===== src/rtl/transmitter.sv =====
// Hamming(14,10) command transmitter: encodes {dir_cmd, speed_cmd, mode} and
// serialises the codeword LSB-first onto the idle-high SASS line with start/stop/gap slots.
module transmitter #(
  parameter int  clk_f  = 50_000_000,
  parameter int  range  = 1_000_000,
  parameter real t      = 0.1,
  parameter int  data_l = 14,
  parameter int  cmd_l  = 4
) (
  input  logic             clk,
  input  logic             rst,
  input  logic             send,
  input  logic [1:0]       mode,
  input  logic [cmd_l-1:0] speed_cmd,
  input  logic [cmd_l-1:0] dir_cmd,
  input  logic [3:0]       err_in,
  output logic             s,
  output logic             ready,
  output logic [7:0]       frame_cnt
);

  localparam int T_D = int'(real'(clk_f) * t / real'(range));
  localparam int TW  = (T_D > 2) ? $clog2(T_D) : 1;
  localparam int DW  = 2 * cmd_l + 2;

  typedef enum logic [2:0] {IDLE, START, DATA, STOP, GAP} state_t;

  state_t            state_q, state_d;
  logic [TW-1:0]     timer_q, timer_d;
  logic [3:0]        bit_q, bit_d;
  logic [data_l-1:0] cw_q, cw_d;
  logic              s_d;
  logic [7:0]        cnt_d;
  logic [DW-1:0]     d;
  logic [3:0]        p;
  logic [data_l-1:0] cw_enc;
  logic              slot_end;

  always_comb begin
    d    = {dir_cmd, speed_cmd, mode};
    p[0] = d[0] ^ d[1] ^ d[3] ^ d[4] ^ d[6] ^ d[8];
    p[1] = d[0] ^ d[2] ^ d[3] ^ d[5] ^ d[6] ^ d[9];
    p[2] = d[1] ^ d[2] ^ d[3] ^ d[7] ^ d[8] ^ d[9];
    p[3] = d[4] ^ d[5] ^ d[6] ^ d[7] ^ d[8] ^ d[9];
    cw_enc = {d[9:4], p[3], d[3:1], p[2], d[0], p[1], p[0]};
    // err_in values 0 and 15 leave the codeword untouched.
    if (err_in >= 4'd1 && err_in <= 4'd14)
      cw_enc = cw_enc ^ (data_l'(1) << (err_in - 4'd1));
  end

  assign slot_end = (timer_q == TW'(T_D - 1));
  assign ready    = (state_q == IDLE);

  always_comb begin
    // NOTE: every output of this block gets a default first so no path leaves
    // a signal unassigned and infers a latch.
    state_d = state_q;
    timer_d = timer_q;
    bit_d   = bit_q;
    cw_d    = cw_q;
    s_d     = s;
    cnt_d   = frame_cnt;

    if (state_q == IDLE) begin
      timer_d = '0;
      if (send) begin
        state_d = START;
        cw_d    = cw_enc;
        s_d     = 1'b0;
      end
    end else if (!slot_end) begin
      timer_d = timer_q + TW'(1);
    end else begin
      timer_d = '0;
      case (state_q)
        START: begin
          state_d = DATA;
          bit_d   = '0;
          s_d     = cw_q[0];
        end
        DATA: begin
          if (bit_q == 4'(data_l - 1)) begin
            state_d = STOP;
            s_d     = 1'b0;
          end else begin
            bit_d = bit_q + 4'd1;
            s_d   = cw_q[bit_q + 4'd1];
          end
        end
        STOP: begin
          state_d = GAP;
          s_d     = 1'b1;
          cnt_d   = frame_cnt + 8'd1;
        end
        GAP: begin
          // A held send starts the next frame straight out of the gap.
          if (send) begin
            state_d = START;
            cw_d    = cw_enc;
            s_d     = 1'b0;
          end else begin
            state_d = IDLE;
          end
        end
        default: state_d = IDLE;
      endcase
    end
  end

  // NOTE: sequential state uses non-blocking assignments so every register
  // samples the pre-edge values regardless of statement order.
  always_ff @(posedge clk or posedge rst) begin
    if (rst) begin
      state_q   <= IDLE;
      timer_q   <= '0;
      bit_q     <= '0;
      cw_q      <= '0;
      s         <= 1'b1;
      frame_cnt <= '0;
    end else begin
      state_q   <= state_d;
      timer_q   <= timer_d;
      bit_q     <= bit_d;
      cw_q      <= cw_d;
      s         <= s_d;
      frame_cnt <= cnt_d;
    end
  end

endmodule


===== config.mk =====
export PLATFORM = sky130hd
export DESIGN_NAME = transmitter
export DESIGN_NICKNAME = d
export VERILOG_FILES = /design/src/rtl/transmitter.sv
export SDC_FILE = /design/constraint.sdc
export NUM_CORES = 1
export LEC_CHECK = 0
export CORE_AREA = 2 2 70 72
export CTS_CLUSTER_DIAMETER = 100
export CTS_CLUSTER_SIZE = 14
export DETAILED_ROUTE_END_ITERATION = 10
export DIE_AREA = 0 0 72 74
export MAX_ROUTING_LAYER = met4
export PLACE_DENSITY = 0.66
export SYNTH_ARGS = -nofsm -noshare
export SYNTH_HDL_FRONTEND = slang
export SYNTH_SLANG_ARGS = --single-unit

===== constraint.sdc =====
create_clock -name clk -period 4.2 [get_ports clk]
set_input_delay 0.63 -clock clk [delete_from_list [all_inputs] [get_ports clk]]
set_output_delay 0.63 -clock clk [all_outputs]
set_load 0.01 [all_outputs]

==> impl_results.md <==
* Family with the most delay on the worst path: buffers and inverters
* Register bit count reported by yosys at 33
* Drt total wl at 3680 um
* TritonCTS buffer count at 5
* Top-area cell type share of the netlist area at 0.403
* Number of diodes at 0
* Pre-antenna DRT Iters at 6
* Die Width at 72 um
* Root buffer cell: clkbuf_8
* Max incr delay on CP at 0.61 ns
* Final total power at 1.27 mW
* Unrepaired setup endpoints after global routing: false
* Met1 Track Usage GR at 0.212
* Post-Layout Cell Count at 273
* WHS at 0.467 ns
* WP buf/inv at 1
* Post-layout instance area at 2400 um^2
* Chip Height at 74 um
* Number of enable flip-flop cells after synthesis at 0
* ANT nets after route at 0
* Die area at 5330 um^2
* First-pass GRT wire length at 6630 um
* WHS Path Cells at 1
* Core footprint at 4600 um^2
* Initial antenna violation count at 0
* CTS clk-pin slew, worst paths at 0.07 ns
* Fmax at 416 MHz
* Commonest cells post-synth: dfrtp_1, nand2_1, xnor2_1, o21ai_0, xor2_1
* Clock Latency Late Sink at 0.28 ns
* IO Pins at 27
* Detailed Place HPWL at 2760 um
* Total negative slack at 0 ns
* Nets at 240
* IO Port Bufs at 26
* Initial core utilization at 0.432
* Synth top area cells: dfrtp_1, xnor2_1, xor2_1
* Max Cap Violations at 0
* Met3 usage at 0.0257
* Drt via density at 5.24
* Clock Skew at 0.00513 ns
* Via count at 1,431
* Final setup viols at 0
* Worst Reg-to-Reg Cells at 5
* Final Max Tran Viols at 0
* WL/cell at 13.5 um
* Register area share after synthesis at 0.416
* Critical Path Start Type: register
* CTS tree: done
* Layout cell share with drive strength beyond 1 at 0.100
* Most Crowded Layer GR: met2
* CTS Sinks at 33
* DRC at 0
* Grt ovf at 0
* Path category of the worst min-delay check: register to register
* Final hold violations at 0
* Worst EP arrival at 1.77 ns
* CP Capture Type: output port
* Average cell area after synthesis at 10.4 um^2
* Longest Clk Path Bufs at 2
* CP Cell Sequence: nor3_2 -> clkdlybuf4s50_1
* Placed instance area at 2300 um^2
* Mapped Cells at 191
* Area grow syn2layout at 20.7%
* Asr flop ratio synth at 1.00
* Worst-path fanout max at 9
* Slowest stage cell, crit path: clkdlybuf4s50_1
* 1st-iter DRT viols at 45
* LEAKAGE at 1.03 nW
* Post-Syn Area at 1990 um^2
* Peak VDD IR at 0.000180 V
* Vias in the first global route at 1,433
* Slew headroom at 0.404
* Placer congestion estimate at 0.787
* Area leader, netlist: dfrtp_1
* Worst EP required at 3.57 ns
* Crit. path cell count at 2
* Syn nets at 213
* Top_reg_cell synth: dfrtp_1
* Tcrit/Tclk final at 0.572
* Synth warn at 0
* Status: finished, final reports clean
* Final min period at 2.40 ns
* Clock H-tree levels at 2
* Cell Rows at 25
* Grt met2 use at 0.256
* Power per cell area at 530 nW/um^2
* Post-synth cell types at 42
* Cts hold-fix bufs at 0
* Largest net degree at the start of global routing at 34
* Setup Buffers After CTS at 0
* Setup Crit Path Kind: register to output port
* GRT Total Usage at 0.164
* Placed insts at 265
* Worst Max-Slew Pin Slew at 0.892 ns
* Most common cell in the netlist: dfrtp_1
* Post-CTS Resized at 0
==> kinds of logic (layout without fill, tap and decap cells) <==
family | after synthesis | in the layout | share of synthesized area
flops | 33 | 33 | 0.416
buf+inv | 12 | 40 | 0.0227
compound gates | 34 | 34 | 0.113
xor+xnor | 35 | 35 | 0.182
simple gates | 64 | 64 | 0.174
mux | 8 | 8 | 0.0605
fa+ha+maj | 5 | 5 | 0.0315
==> worst register-to-register path, cell delays in order, from the launching register on <==
cell,delay [ns]
dfrtp_1,0.55
ha_1,0.27
xor2_1,0.34
mux4_2,0.54
a211o_1,0.30
a221o_1,0.29
==> power by group <==
| part | total, mW | leakage [nW] | switching (mW) | internal [mW] |
|---|---|---|---|---|
| clock network | 0.261 | 0.0542 | 0.113 | 0.148 |
| logic | 0.447 | 0.558 | 0.197 | 0.250 |
| registers | 0.562 | 0.421 | 0.127 | 0.435 |
| total | 1.27 | 1.03 | 0.437 | 0.834 |
==> state kept, by name (all words and copies together), names as in the netlist <==
signal / flops
state_q: 3
timer_q: 3
cw_q: 14
bit_q: 4
frame_cnt: 8
s: 1
==> metrics by stage <==
step	utilization	setup slack [ns]
2_1_floorplan	-	2.12
3_3_place_gp	0.499	1.91
3_5_place_dp	0.499	1.86
4_1_cts	0.521	1.78
5_1_grt	0.521	1.65
6_report	0.521	1.80
==> path summary, 6_finish.rpt <==
| check | startpoint | endpoint | slack (ns) |
|---|---|---|---|
| max in group asynchronous | rst | s | 3.14 |
| max | state_q[2] | ready | 1.80 |
| max reg2reg | bit_q[0] | s | 1.84 |
| min in group asynchronous | rst | cw_q[4] | 0.73 |
| min | frame_cnt[7] | frame_cnt[7] | 0.47 |
| min reg2reg | frame_cnt[7] | frame_cnt[7] | 0.47 |
==> cell type report <==
class / instances / area, um^2
fillers: 423 / 2200
inverters: 5 / 18.8
multi-input cells: 146 / 1110
clock inverters: 1 / 5.00
clock buffers: 7 / 96.3
flip-flops and latches: 33 / 827
well taps: 54 / 67.6
repair buffers: 27 / 268
==> per-layer routing <==
layer / vias to the layer above / wire, um
met5: - / 0
met2: 30 / 1790
met1: 671 / 1710
li1: 724 / -
met3: 6 / 104
met4: 0 / 76
==> cells in the final DEF, fill, tap and decap left out, types with 2 or more instances in the layout <==
| master | count |
|---|---|
| nand4_1 | 4 |
| nand3_1 | 3 |
| nand2_1 | 20 |
| clkbuf_8 | 7 |
| xnor3_1 | 4 |
| mux2_2 | 2 |
| o2bb2ai_1 | 3 |
| and2_1 | 2 |
| xnor2_1 | 18 |
| mux2i_1 | 3 |
| clkdlybuf4s50_1 | 26 |
| nor4b_1 | 4 |
| a21o_1 | 2 |
| mux4_2 | 3 |
| nand2b_1 | 5 |
| a21oi_1 | 3 |
| or2_2 | 4 |
| nor3_1 | 5 |
| o21ai_0 | 16 |
| nor2_1 | 9 |
| dfrtp_1 | 32 |
| xor2_1 | 13 |
| inv_1 | 5 |
| ha_1 | 5 |
No activity file was read; power rests on OpenSTA's default activity.
